===== config.mk =====
export PLATFORM = sky130hd
export DESIGN_NAME = lsu_mem_ctrl_flat
export DESIGN_NICKNAME = d
export VERILOG_FILES = /design/src/rtl/lsu_mem_ctrl_pkg.sv /design/src/rtl/lsu_mem_ctrl_if.sv /design/src/rtl/lsu_mem_ctrl_load_extend.sv /design/src/rtl/lsu_mem_ctrl.sv /design/src/flat_wrapper.sv
export SDC_FILE = /design/constraint.sdc
export NUM_CORES = 1
export LEC_CHECK = 0
export CORE_UTILIZATION = 43
export CTS_CLUSTER_DIAMETER = 60
export DETAILED_ROUTE_END_ITERATION = 7
export PLACE_DENSITY = 0.83
export SYNTH_ARGS = -nofsm -noshare
export SYNTH_HDL_FRONTEND = slang
export SYNTH_HIERARCHICAL = 1
export SYNTH_SLANG_ARGS = --single-unit
export TNS_END_PERCENT = 100

===== constraint.sdc =====
create_clock -name clk -period 2.15 [get_ports clk]
set_clock_uncertainty 0.2 [all_clocks]
set_input_delay 0.3225 -clock clk [delete_from_list [all_inputs] [get_ports clk]]
set_output_delay 0.3225 -clock clk [all_outputs]
set_load 0.02 [all_outputs]

===== src/rtl/lsu_mem_ctrl_pkg.sv =====
// lsu_mem_ctrl_pkg: size codes, fsm states and request legality check shared by the lsu
package lsu_mem_ctrl_pkg;
  localparam logic [2:0] MEM_BYTE = 3'b000;
  localparam logic [2:0] MEM_HALF = 3'b001;
  localparam logic [2:0] MEM_WORD = 3'b010;
  localparam logic [2:0] MEM_BU   = 3'b100;
  localparam logic [2:0] MEM_HU   = 3'b101;
  typedef enum logic [1:0] {IDLE, ISSUE, WAIT, RESP} state_t;
  function automatic logic req_bad(input logic we, input logic [2:0] size, input logic [1:0] off);
    return size == 3'b011 || size[2:1] == 2'b11 || (we && size[2]) ||
           (size[1:0] == 2'b01 && off[0]) || (size == MEM_WORD && off != 2'b00);
  endfunction
endpackage


===== src/rtl/lsu_mem_ctrl_if.sv =====
// lsu_mem_ctrl_if: request, response and ram signals of the load/store unit
interface lsu_mem_ctrl_if #(
  parameter int ADDR_W = 32
);
  logic              req_valid;
  logic              req_ready;
  logic              req_we;
  logic [ADDR_W-1:0] req_addr;
  logic [31:0]       req_wdata;
  logic [2:0]        req_size;
  logic [4:0]        req_rd;
  logic              rsp_valid;
  logic              rsp_ready;
  logic [31:0]       rsp_rdata;
  logic [4:0]        rsp_rd;
  logic              rsp_we;
  logic              rsp_err;
  logic              mem_start;
  logic [ADDR_W-1:0] mem_adr;
  logic              mem_load;
  logic [31:0]       mem_in;
  logic [2:0]        mem_siz;
  logic [31:0]       mem_out;
  logic              mem_busy;
  logic              mem_done;
  modport slave (
    input  req_valid, req_we, req_addr, req_wdata, req_size, req_rd, rsp_ready,
           mem_out, mem_busy, mem_done,
    output req_ready, rsp_valid, rsp_rdata, rsp_rd, rsp_we, rsp_err,
           mem_start, mem_adr, mem_load, mem_in, mem_siz
  );
  modport master (
    output req_valid, req_we, req_addr, req_wdata, req_size, req_rd, rsp_ready,
           mem_out, mem_busy, mem_done,
    input  req_ready, rsp_valid, rsp_rdata, rsp_rd, rsp_we, rsp_err,
           mem_start, mem_adr, mem_load, mem_in, mem_siz
  );
endinterface


===== src/rtl/lsu_mem_ctrl_load_extend.sv =====
// lsu_mem_ctrl_load_extend: selects the addressed lane of a ram word and sign/zero-extends it
module lsu_mem_ctrl_load_extend
  import lsu_mem_ctrl_pkg::*;
(
  input  logic [31:0] data,
  input  logic [1:0]  off,
  input  logic [2:0]  size,
  output logic [31:0] ext
);
  logic [31:0] lane;
  always_comb begin
    lane = data >> {off, 3'b000};
    ext = size == MEM_BYTE ? {{24{lane[7]}}, lane[7:0]} :
          size == MEM_BU   ? {24'd0, lane[7:0]} :
          size == MEM_HALF ? {{16{lane[15]}}, lane[15:0]} :
          size == MEM_HU   ? {16'd0, lane[15:0]} : data;
  end
endmodule


===== src/rtl/lsu_mem_ctrl.sv =====
// lsu_mem_ctrl: load/store unit bridging EX requests to the ram start/busy/done protocol
module lsu_mem_ctrl
  import lsu_mem_ctrl_pkg::*;
#(
  parameter int TIMEOUT_CYCLES = 16,
  parameter int ADDR_W = 32
) (
  input logic clk,
  input logic rst_n,
  lsu_mem_ctrl_if.slave bus
);
  localparam int CW = $clog2(TIMEOUT_CYCLES) + 1;
  state_t            state, nxt;
  logic [CW-1:0]     cnt;
  logic [1:0]        off;
  logic [2:0]        size;
  logic [31:0]       ext;
  logic              acc, bad, hit, tmo;
  logic              rsp_valid, rsp_we, rsp_err, mem_start, mem_load;
  logic [31:0]       rsp_rdata, mem_in;
  logic [4:0]        rsp_rd;
  logic [ADDR_W-1:0] mem_adr;
  logic [2:0]        mem_siz;
  assign acc = bus.req_valid && state == IDLE;
  assign bad = req_bad(bus.req_we, bus.req_size, bus.req_addr[1:0]);
  assign hit = cnt != '0 && bus.mem_done && !bus.mem_busy;
  assign tmo = cnt == CW'(TIMEOUT_CYCLES - 1);
  assign bus.req_ready = state == IDLE;
  assign bus.rsp_valid = rsp_valid;
  assign bus.rsp_rdata = rsp_rdata;
  assign bus.rsp_rd    = rsp_rd;
  assign bus.rsp_we    = rsp_we;
  assign bus.rsp_err   = rsp_err;
  assign bus.mem_start = mem_start;
  assign bus.mem_adr   = mem_adr;
  assign bus.mem_load  = mem_load;
  assign bus.mem_in    = mem_in;
  assign bus.mem_siz   = mem_siz;
  lsu_mem_ctrl_load_extend u_ext (
    .data (bus.mem_out),
    .off  (off),
    .size (size),
    .ext  (ext)
  );
  always_ff @(posedge clk) state <= !rst_n ? IDLE : nxt;
  always_comb begin
    nxt = state;
    nxt = state == IDLE  ? (acc ? (bad ? RESP : ISSUE) : IDLE) :
          state == ISSUE ? WAIT :
          state == WAIT  ? (hit || tmo ? RESP : WAIT) :
          (bus.rsp_ready ? IDLE : RESP);
  end
  always_ff @(posedge clk) begin
    if (!rst_n) begin
      rsp_valid <= 1'b0;
      rsp_we    <= 1'b0;
      rsp_err   <= 1'b0;
      rsp_rdata <= '0;
      rsp_rd    <= '0;
      mem_start <= 1'b0;
      mem_load  <= 1'b0;
      mem_adr   <= '0;
      mem_in    <= '0;
      mem_siz   <= MEM_WORD;
      cnt       <= '0;
      off       <= '0;
      size      <= '0;
    end else begin
      mem_start <= state == ISSUE;
      if (acc) begin
        rsp_rd    <= bus.req_rd;
        rsp_we    <= bus.req_we;
        rsp_rdata <= '0;
        rsp_err   <= bad;
        rsp_valid <= bad;
        off       <= bus.req_addr[1:0];
        size      <= bus.req_size;
        if (!bad) begin
          mem_adr  <= bus.req_we ? bus.req_addr : {bus.req_addr[ADDR_W-1:2], 2'b00};
          mem_siz  <= bus.req_we ? bus.req_size : MEM_WORD;
          mem_load <= bus.req_we;
          if (bus.req_we) mem_in <= bus.req_wdata;
        end
      end
      if (state == WAIT) begin
        cnt <= hit || tmo ? '0 : cnt + 1'b1;
        if (hit || tmo) rsp_valid <= 1'b1;
        if (hit && !rsp_we) rsp_rdata <= ext;
        if (!hit && tmo) rsp_err <= 1'b1;
      end
      if (state == RESP && bus.rsp_ready) rsp_valid <= 1'b0;
    end
  end
endmodule


===== src/flat_wrapper.sv =====
// flat-port wrapper written by rule: the top's interface ports become plain ports
module lsu_mem_ctrl_flat import lsu_mem_ctrl_pkg::*;
#(
  parameter int TIMEOUT_CYCLES = 16,
  parameter int ADDR_W = 32
)
  (clk, rst_n, bus_req_valid, bus_req_we, bus_req_addr, bus_req_wdata, bus_req_size, bus_req_rd, bus_rsp_ready, bus_mem_out, bus_mem_busy, bus_mem_done, bus_req_ready, bus_rsp_valid, bus_rsp_rdata, bus_rsp_rd, bus_rsp_we, bus_rsp_err, bus_mem_start, bus_mem_adr, bus_mem_load, bus_mem_in, bus_mem_siz);
  lsu_mem_ctrl_if #(.ADDR_W(ADDR_W)) bus_i ();
  input logic clk;
  input logic rst_n;
  input wire logic [$bits(bus_i.req_valid)-1:0] bus_req_valid;
  input wire logic [$bits(bus_i.req_we)-1:0] bus_req_we;
  input wire logic [$bits(bus_i.req_addr)-1:0] bus_req_addr;
  input wire logic [$bits(bus_i.req_wdata)-1:0] bus_req_wdata;
  input wire logic [$bits(bus_i.req_size)-1:0] bus_req_size;
  input wire logic [$bits(bus_i.req_rd)-1:0] bus_req_rd;
  input wire logic [$bits(bus_i.rsp_ready)-1:0] bus_rsp_ready;
  input wire logic [$bits(bus_i.mem_out)-1:0] bus_mem_out;
  input wire logic [$bits(bus_i.mem_busy)-1:0] bus_mem_busy;
  input wire logic [$bits(bus_i.mem_done)-1:0] bus_mem_done;
  output wire logic [$bits(bus_i.req_ready)-1:0] bus_req_ready;
  output wire logic [$bits(bus_i.rsp_valid)-1:0] bus_rsp_valid;
  output wire logic [$bits(bus_i.rsp_rdata)-1:0] bus_rsp_rdata;
  output wire logic [$bits(bus_i.rsp_rd)-1:0] bus_rsp_rd;
  output wire logic [$bits(bus_i.rsp_we)-1:0] bus_rsp_we;
  output wire logic [$bits(bus_i.rsp_err)-1:0] bus_rsp_err;
  output wire logic [$bits(bus_i.mem_start)-1:0] bus_mem_start;
  output wire logic [$bits(bus_i.mem_adr)-1:0] bus_mem_adr;
  output wire logic [$bits(bus_i.mem_load)-1:0] bus_mem_load;
  output wire logic [$bits(bus_i.mem_in)-1:0] bus_mem_in;
  output wire logic [$bits(bus_i.mem_siz)-1:0] bus_mem_siz;
  assign bus_i.req_valid = bus_req_valid;
  assign bus_i.req_we = bus_req_we;
  assign bus_i.req_addr = bus_req_addr;
  assign bus_i.req_wdata = bus_req_wdata;
  assign bus_i.req_size = bus_req_size;
  assign bus_i.req_rd = bus_req_rd;
  assign bus_i.rsp_ready = bus_rsp_ready;
  assign bus_i.mem_out = bus_mem_out;
  assign bus_i.mem_busy = bus_mem_busy;
  assign bus_i.mem_done = bus_mem_done;
  assign bus_req_ready = bus_i.req_ready;
  assign bus_rsp_valid = bus_i.rsp_valid;
  assign bus_rsp_rdata = bus_i.rsp_rdata;
  assign bus_rsp_rd = bus_i.rsp_rd;
  assign bus_rsp_we = bus_i.rsp_we;
  assign bus_rsp_err = bus_i.rsp_err;
  assign bus_mem_start = bus_i.mem_start;
  assign bus_mem_adr = bus_i.mem_adr;
  assign bus_mem_load = bus_i.mem_load;
  assign bus_mem_in = bus_i.mem_in;
  assign bus_mem_siz = bus_i.mem_siz;
  lsu_mem_ctrl #(.TIMEOUT_CYCLES(TIMEOUT_CYCLES), .ADDR_W(ADDR_W)) u_core (.clk(clk), .rst_n(rst_n), .bus(bus_i));
endmodule

# After elaboration in Yosys (flattened, before gate mapping)
# Cells that the tools add are included.
# word_totals
wordCells	76
input_bits	111
output_inout_bits	110
reg_bits	121
# op_classes
muxes	23
reduce_logical	24
bitwise_logic	2
addsub	1
shift	1
n_eq_ne	11
# op_table
operator	count
$mux 32	7
$shr 32x5->16	1
$mux 2	7
$logic_and 1x1->1	9
$mux 1	7
$eq 2x2->1 const B	3
$eq 3x2->1 const B	2
$eq 3x3->1 const B	2
$add 5x1->5 const B	1
$eq 5x4->1 const B	1
$logic_or 1x1->1	5
$mux 5	1
$reduce_bool 5->1	1
$eq 2x1->1 const B	2
$eq 3x1->1 const B	1
$logic_not 1->1	3
$logic_not 3->1	1
$mux 3	1
$reduce_and 3->1	1
$logic_not 2->1	1
$not 1->1	2
$reduce_and 2->1	1
$reduce_bool 2->1	1
$reduce_or 2->1	1

# Depth between registers and ports, before layout
# logic_depth
word_depth	8
depth_mapped	9
ltp_nobuf	6

# Hierarchy
# Netlist, hierarchy kept.
# by_module_without_submodules
mod	area_each_um2	instances	seq_area_each_um2	cells_each
lsu_mem_ctrl	4541.9	1	2422.3	563
lsu_mem_ctrl_load_extend	775.7	1	0.0	146

# Worst setup path before layout
# No wires, ideal clock.
# synth_timing
path_kind	register to register
from	register u_core.off[0]
to	register u_core.rsp_rdata[16], in the netlist u_core/bus.rsp_rdata[16]
path_slack_ns	0.189
setup_ns	0.132
arrival_ns	1.629
path_buffers	2
path_stages_with_launch	9
synth_period_minus_slack_ns	1.961
required_time_ns	1.818
path_cell_list	dfxtp_1 -> buf_6 -> mux4_2 -> nand2_4 -> a21boi_4 -> buf_6 -> nand2_2 -> nand2_1 -> a21oi_1
# synth_between
elab_chain_len	6
# synth_rtl
element	line_no	rtl
start: declaration	lsu_mem_ctrl.sv:15	logic [1:0] off;
start signal: assignment	lsu_mem_ctrl.sv:76	off <= bus.req_addr[1:0];
$shr 32x5->16 *	lsu_mem_ctrl_load_extend.sv:12	lane = data >> {off, 3'b000};
$mux 32	lsu_mem_ctrl_load_extend.sv:15	size == MEM_HALF ? {{16{lane[15]}}, lane[15:0]} :
$mux 32	lsu_mem_ctrl_load_extend.sv:14	size == MEM_BU ? {24'd0, lane[7:0]} :
$mux 32 *	lsu_mem_ctrl_load_extend.sv:13	ext = size == MEM_BYTE ? {{24{lane[7]}}, lane[7:0]} :
named net u_core.ext[16]	lsu_mem_ctrl.sv:17	logic [31:0] ext;
$mux 32 *	lsu_mem_ctrl.sv:88	if (hit && !rsp_we) rsp_rdata <= ext;
$mux 32 *	lsu_mem_ctrl.sv:85	if (state == WAIT) begin
end signal: assignment	lsu_mem_ctrl.sv:88	
end: declaration	lsu_mem_ctrl.sv:20	logic [31:0] rsp_rdata, mem_in;
# Mark *: on every way through the listed nets, which the timed path passes. The rest lies on a longest branch.
# A chain may end at the register's enable or synchronous reset.

# Final worst setup path
# layout_timing
from	register u_core.cnt[0]
to	register u_core.rsp_rdata[20], in the netlist u_core/bus.rsp_rdata[20]
# layout_between
elab_chain_len	6
# layout_rtl
element	line_no	rtl
start: declaration	lsu_mem_ctrl.sv:14	logic [CW-1:0] cnt;
start signal: assignment	lsu_mem_ctrl.sv:86	cnt <= hit || tmo ? '0 : cnt + 1'b1;
$reduce_bool 5->1	lsu_mem_ctrl.sv:26	assign hit = cnt != '0 && bus.mem_done && !bus.mem_busy;
$logic_and 1x1->1 (2 in series)	lsu_mem_ctrl.sv:26	
$logic_and 1x1->1	lsu_mem_ctrl.sv:88	
$mux 32	lsu_mem_ctrl.sv:88	
$mux 32	lsu_mem_ctrl.sv:85	
# Every way passes these cells.

==> results.json <==
{
  "outcome": "complete, no violations",
  "drive_gt1_frac": 0.08915,
  "io_pins": 221,
  "post_drt_wl_per_cell_um": 15.27,
  "crit_path_start_kind": "flip-flop",
  "slew_headroom": 0.6010,
  "start_util": 0.4427,
  "fillers": 984,
  "critPathMaxFanout": 32,
  "worst_slew_pin_slew_ps": 597.3,
  "clock.fmax_mhz": 480.3,
  "slowest_delay_ps": 530,
  "num_vias": 5680,
  "register_area_mm2": 0.002422,
  "ys_warn_count": 6,
  "finalSetupTns_ps": 0,
  "drc_errors": 0,
  "placed_cells": 1046,
  "critPathTopFamily": "simple AND/OR/NAND/NOR gates",
  "die_area_mm2": 0.01282,
  "finalCriticalPeriod_ps": 2082,
  "ys.flop_type": "dfxtp_1",
  "required_ps": 2240,
  "grt_pass1_vias": 5422,
  "cts_max_level": 4,
  "syn_nets": 823,
  "instances_no_fill": 1078,
  "ir_worst_vdd_uv": 640.2,
  "viasPerCell": 5.269,
  "ant_nets": 0,
  "fin_area_mm2": 0.008338,
  "critPathKind": "flip-flop to flip-flop",
  "antenna_cells": 0,
  "drtPass1Iterations": 5,
  "grt_overflow": 0,
  "synth_most_common_cell": "nand2_1",
  "dp_hpwl_um": 11500,
  "hold_buffers": 0,
  "synth.top_cell.area_share": 0.4555,
  "post_cts_buffers": 0,
  "clk_pin_slew_ps": 50,
  "multi_input_area_mm2": 0.002610,
  "clockRootBuffer": "clkbuf_16",
  "maxSlewViolCount": 0,
  "die_h_um": 113.2,
  "coreArea_mm2": 0.01201,
  "cts_tree": "yes",
  "cts_buffers": 17,
  "crit_arrival_ps": 2170,
  "cts_max_path_buffers": 2,
  "timing.hold.ws_ps": 116.6,
  "period_share": 0.9685,
  "hold_violations": 0,
  "antenna_found_initial": 0,
  "async_flop_share": 0,
  "power.total_mw": 5.965,
  "hp-class": "input pin to flip-flop",
  "grt_max_degree": 59,
  "synth_area_leaders": "dfxtp_1 46%, nand2_1 11%, nand3_1 9.5%",
  "utilization": 0.6942,
  "drv_cap": 0,
  "synth_area_per_cell_um2": 7.500,
  "globalplace.congestion": 0.8831,
  "rows": 40,
  "worst_slack_ps": 67.79,
  "cts.sinks": 121,
  "rsz0062_at_grt": "false",
  "grt_pass1_wl_um": 25750,
  "ys_seq_area_frac": 0.4555,
  "drt_iter0_markers": 536,
  "gr-usage-all-layers": 0.2592,
  "drt_wl_total_um": 16460,
  "p_leak_nw": 3.038,
  "syn2layout_area_growth_pct": 56.80,
  "clock_latency_ps": 410,
  "die_w_um": 113.2,
  "placed_area_mm2": 0.007789,
  "num-nets-final": 1032,
  "setup_viol_count_final": 0,
  "netlist_top_cells_count": "157 x nand2_1, 121 x dfxtp_1, 101 x nand3_1",
  "path_buf_inv": 2,
  "ys_types": 41,
  "place_ws_ps": -97.26,
  "synth_edf_count": 0,
  "synth_seq_cells": 121,
  "io_buffers": 220,
  "cp-end-kind": "flip-flop",
  "cp_slowest_cell": "or4_1",
  "worstPathCellList": "inv_1, ha_1, nor4b_2, or4_1, buf_12, nand3_1, a21oi_1",
  "yosysTopAreaCell": "dfxtp_1",
  "powerDensity_mw_per_mm2": 715.4,
  "synth_cells": 709,
  "netlist_area_mm2": 0.005318
}
==> layout make-up <==
type                       count  share of cell area
tap                          147             0.02206
multi-input combinational    517              0.3130
sequential                   121              0.2905
clock buffer                  20             0.05237
timing repair buffer         251              0.3051
inverter                      10            0.004502
clock inverter                12             0.01246
==> cells by family (layout without fill, tap and decap cells) <==
| family | Yosys count | in the layout | share of synthesized area |
|---|---|---|---|
| compound gates | 177 | 177 | 0.1769 |
| fa+ha+maj | 3 | 3 | 0.007060 |
| buf+inv | 71 | 293 | 0.06094 |
| flops | 121 | 121 | 0.4555 |
| mux | 2 | 2 | 0.006352 |
| simple gates | 335 | 335 | 0.2932 |
==> state kept, by name (all words and copies together), names as in the netlist <==
signal,count
u_core/cnt,5
u_core/bus.rsp_we,1
u_core/bus.mem_in,32
u_core/bus.mem_adr,32
u_core/size,3
u_core/bus.mem_load,1
u_core/bus.mem_start,1
u_core/bus.rsp_err,1
u_core/bus.rsp_valid,1
u_core/bus.rsp_rdata,32
u_core/bus.mem_siz,3
u_core/bus.rsp_rd,5
u_core/off,2
u_core/state,2
==> per-layer routing <==
layer  wire length, um  part of all wire  global-route usage  vias up
li1                  -                 -                   -     2823
met1              6373              0.39              0.2793     2563
met2              7802              0.47              0.4327      265
met3              1982              0.12              0.1318       29
met4               301             0.018              0.1009        0
met5                 0                 0                   0        -
==> placed cells by master, fill, tap and decap left out, types with 2 or more instances in the layout <==
| master | n |
|---|---|
| a21oi_1 | 73 |
| a221oi_1 | 3 |
| and3_1 | 2 |
| buf_12 | 9 |
| buf_4 | 23 |
| clkbuf_1 | 3 |
| clkbuf_16 | 17 |
| clkdlybuf4s50_1 | 218 |
| clkinv_2 | 4 |
| clkinvlp_4 | 6 |
| dfxtp_1 | 121 |
| ha_1 | 3 |
| inv_1 | 9 |
| nand2_1 | 157 |
| nand2_2 | 10 |
| nand2b_1 | 5 |
| nand3_1 | 101 |
| nand3b_1 | 3 |
| nor2_1 | 19 |
| nor2b_1 | 19 |
| nor3_1 | 9 |
| nor4_1 | 2 |
| o21ai_0 | 71 |
| o21ai_1 | 14 |
| o22ai_1 | 6 |
==> power breakdown <==
group	switching [mW]	internal (mW)
logic	0.526	0.503
clock network	0.990	1.58
registers	0.0543	2.32
total	1.57	4.40
==> tightest hold or removal path, cell delays in order <==
cell and delay (ps):
buf_4 220, nand2_1 90, a21oi_1 30
==> final timing paths <==
check / start / endpoint / slack, ps / depth (start not counted)
hold reg to reg: u_core/bus.mem_in[10] / u_core/bus.mem_in[10] / 250 / 2
setup reg to reg: u_core/cnt[0] / u_core/bus.rsp_rdata[20] / 70 / 7
setup / recovery: u_core/cnt[0] / u_core/bus.rsp_rdata[20] / 70 / 7
hold / removal: rst_n / u_core/state[1] / 120 / 3
==> what timing repair did <==
item,in CTS,in global routing
gates cloned,0,0
gates resized for setup,1,2
endpoints found under the setup margin,1,24
No activity file was read; power rests on OpenSTA's default activity.
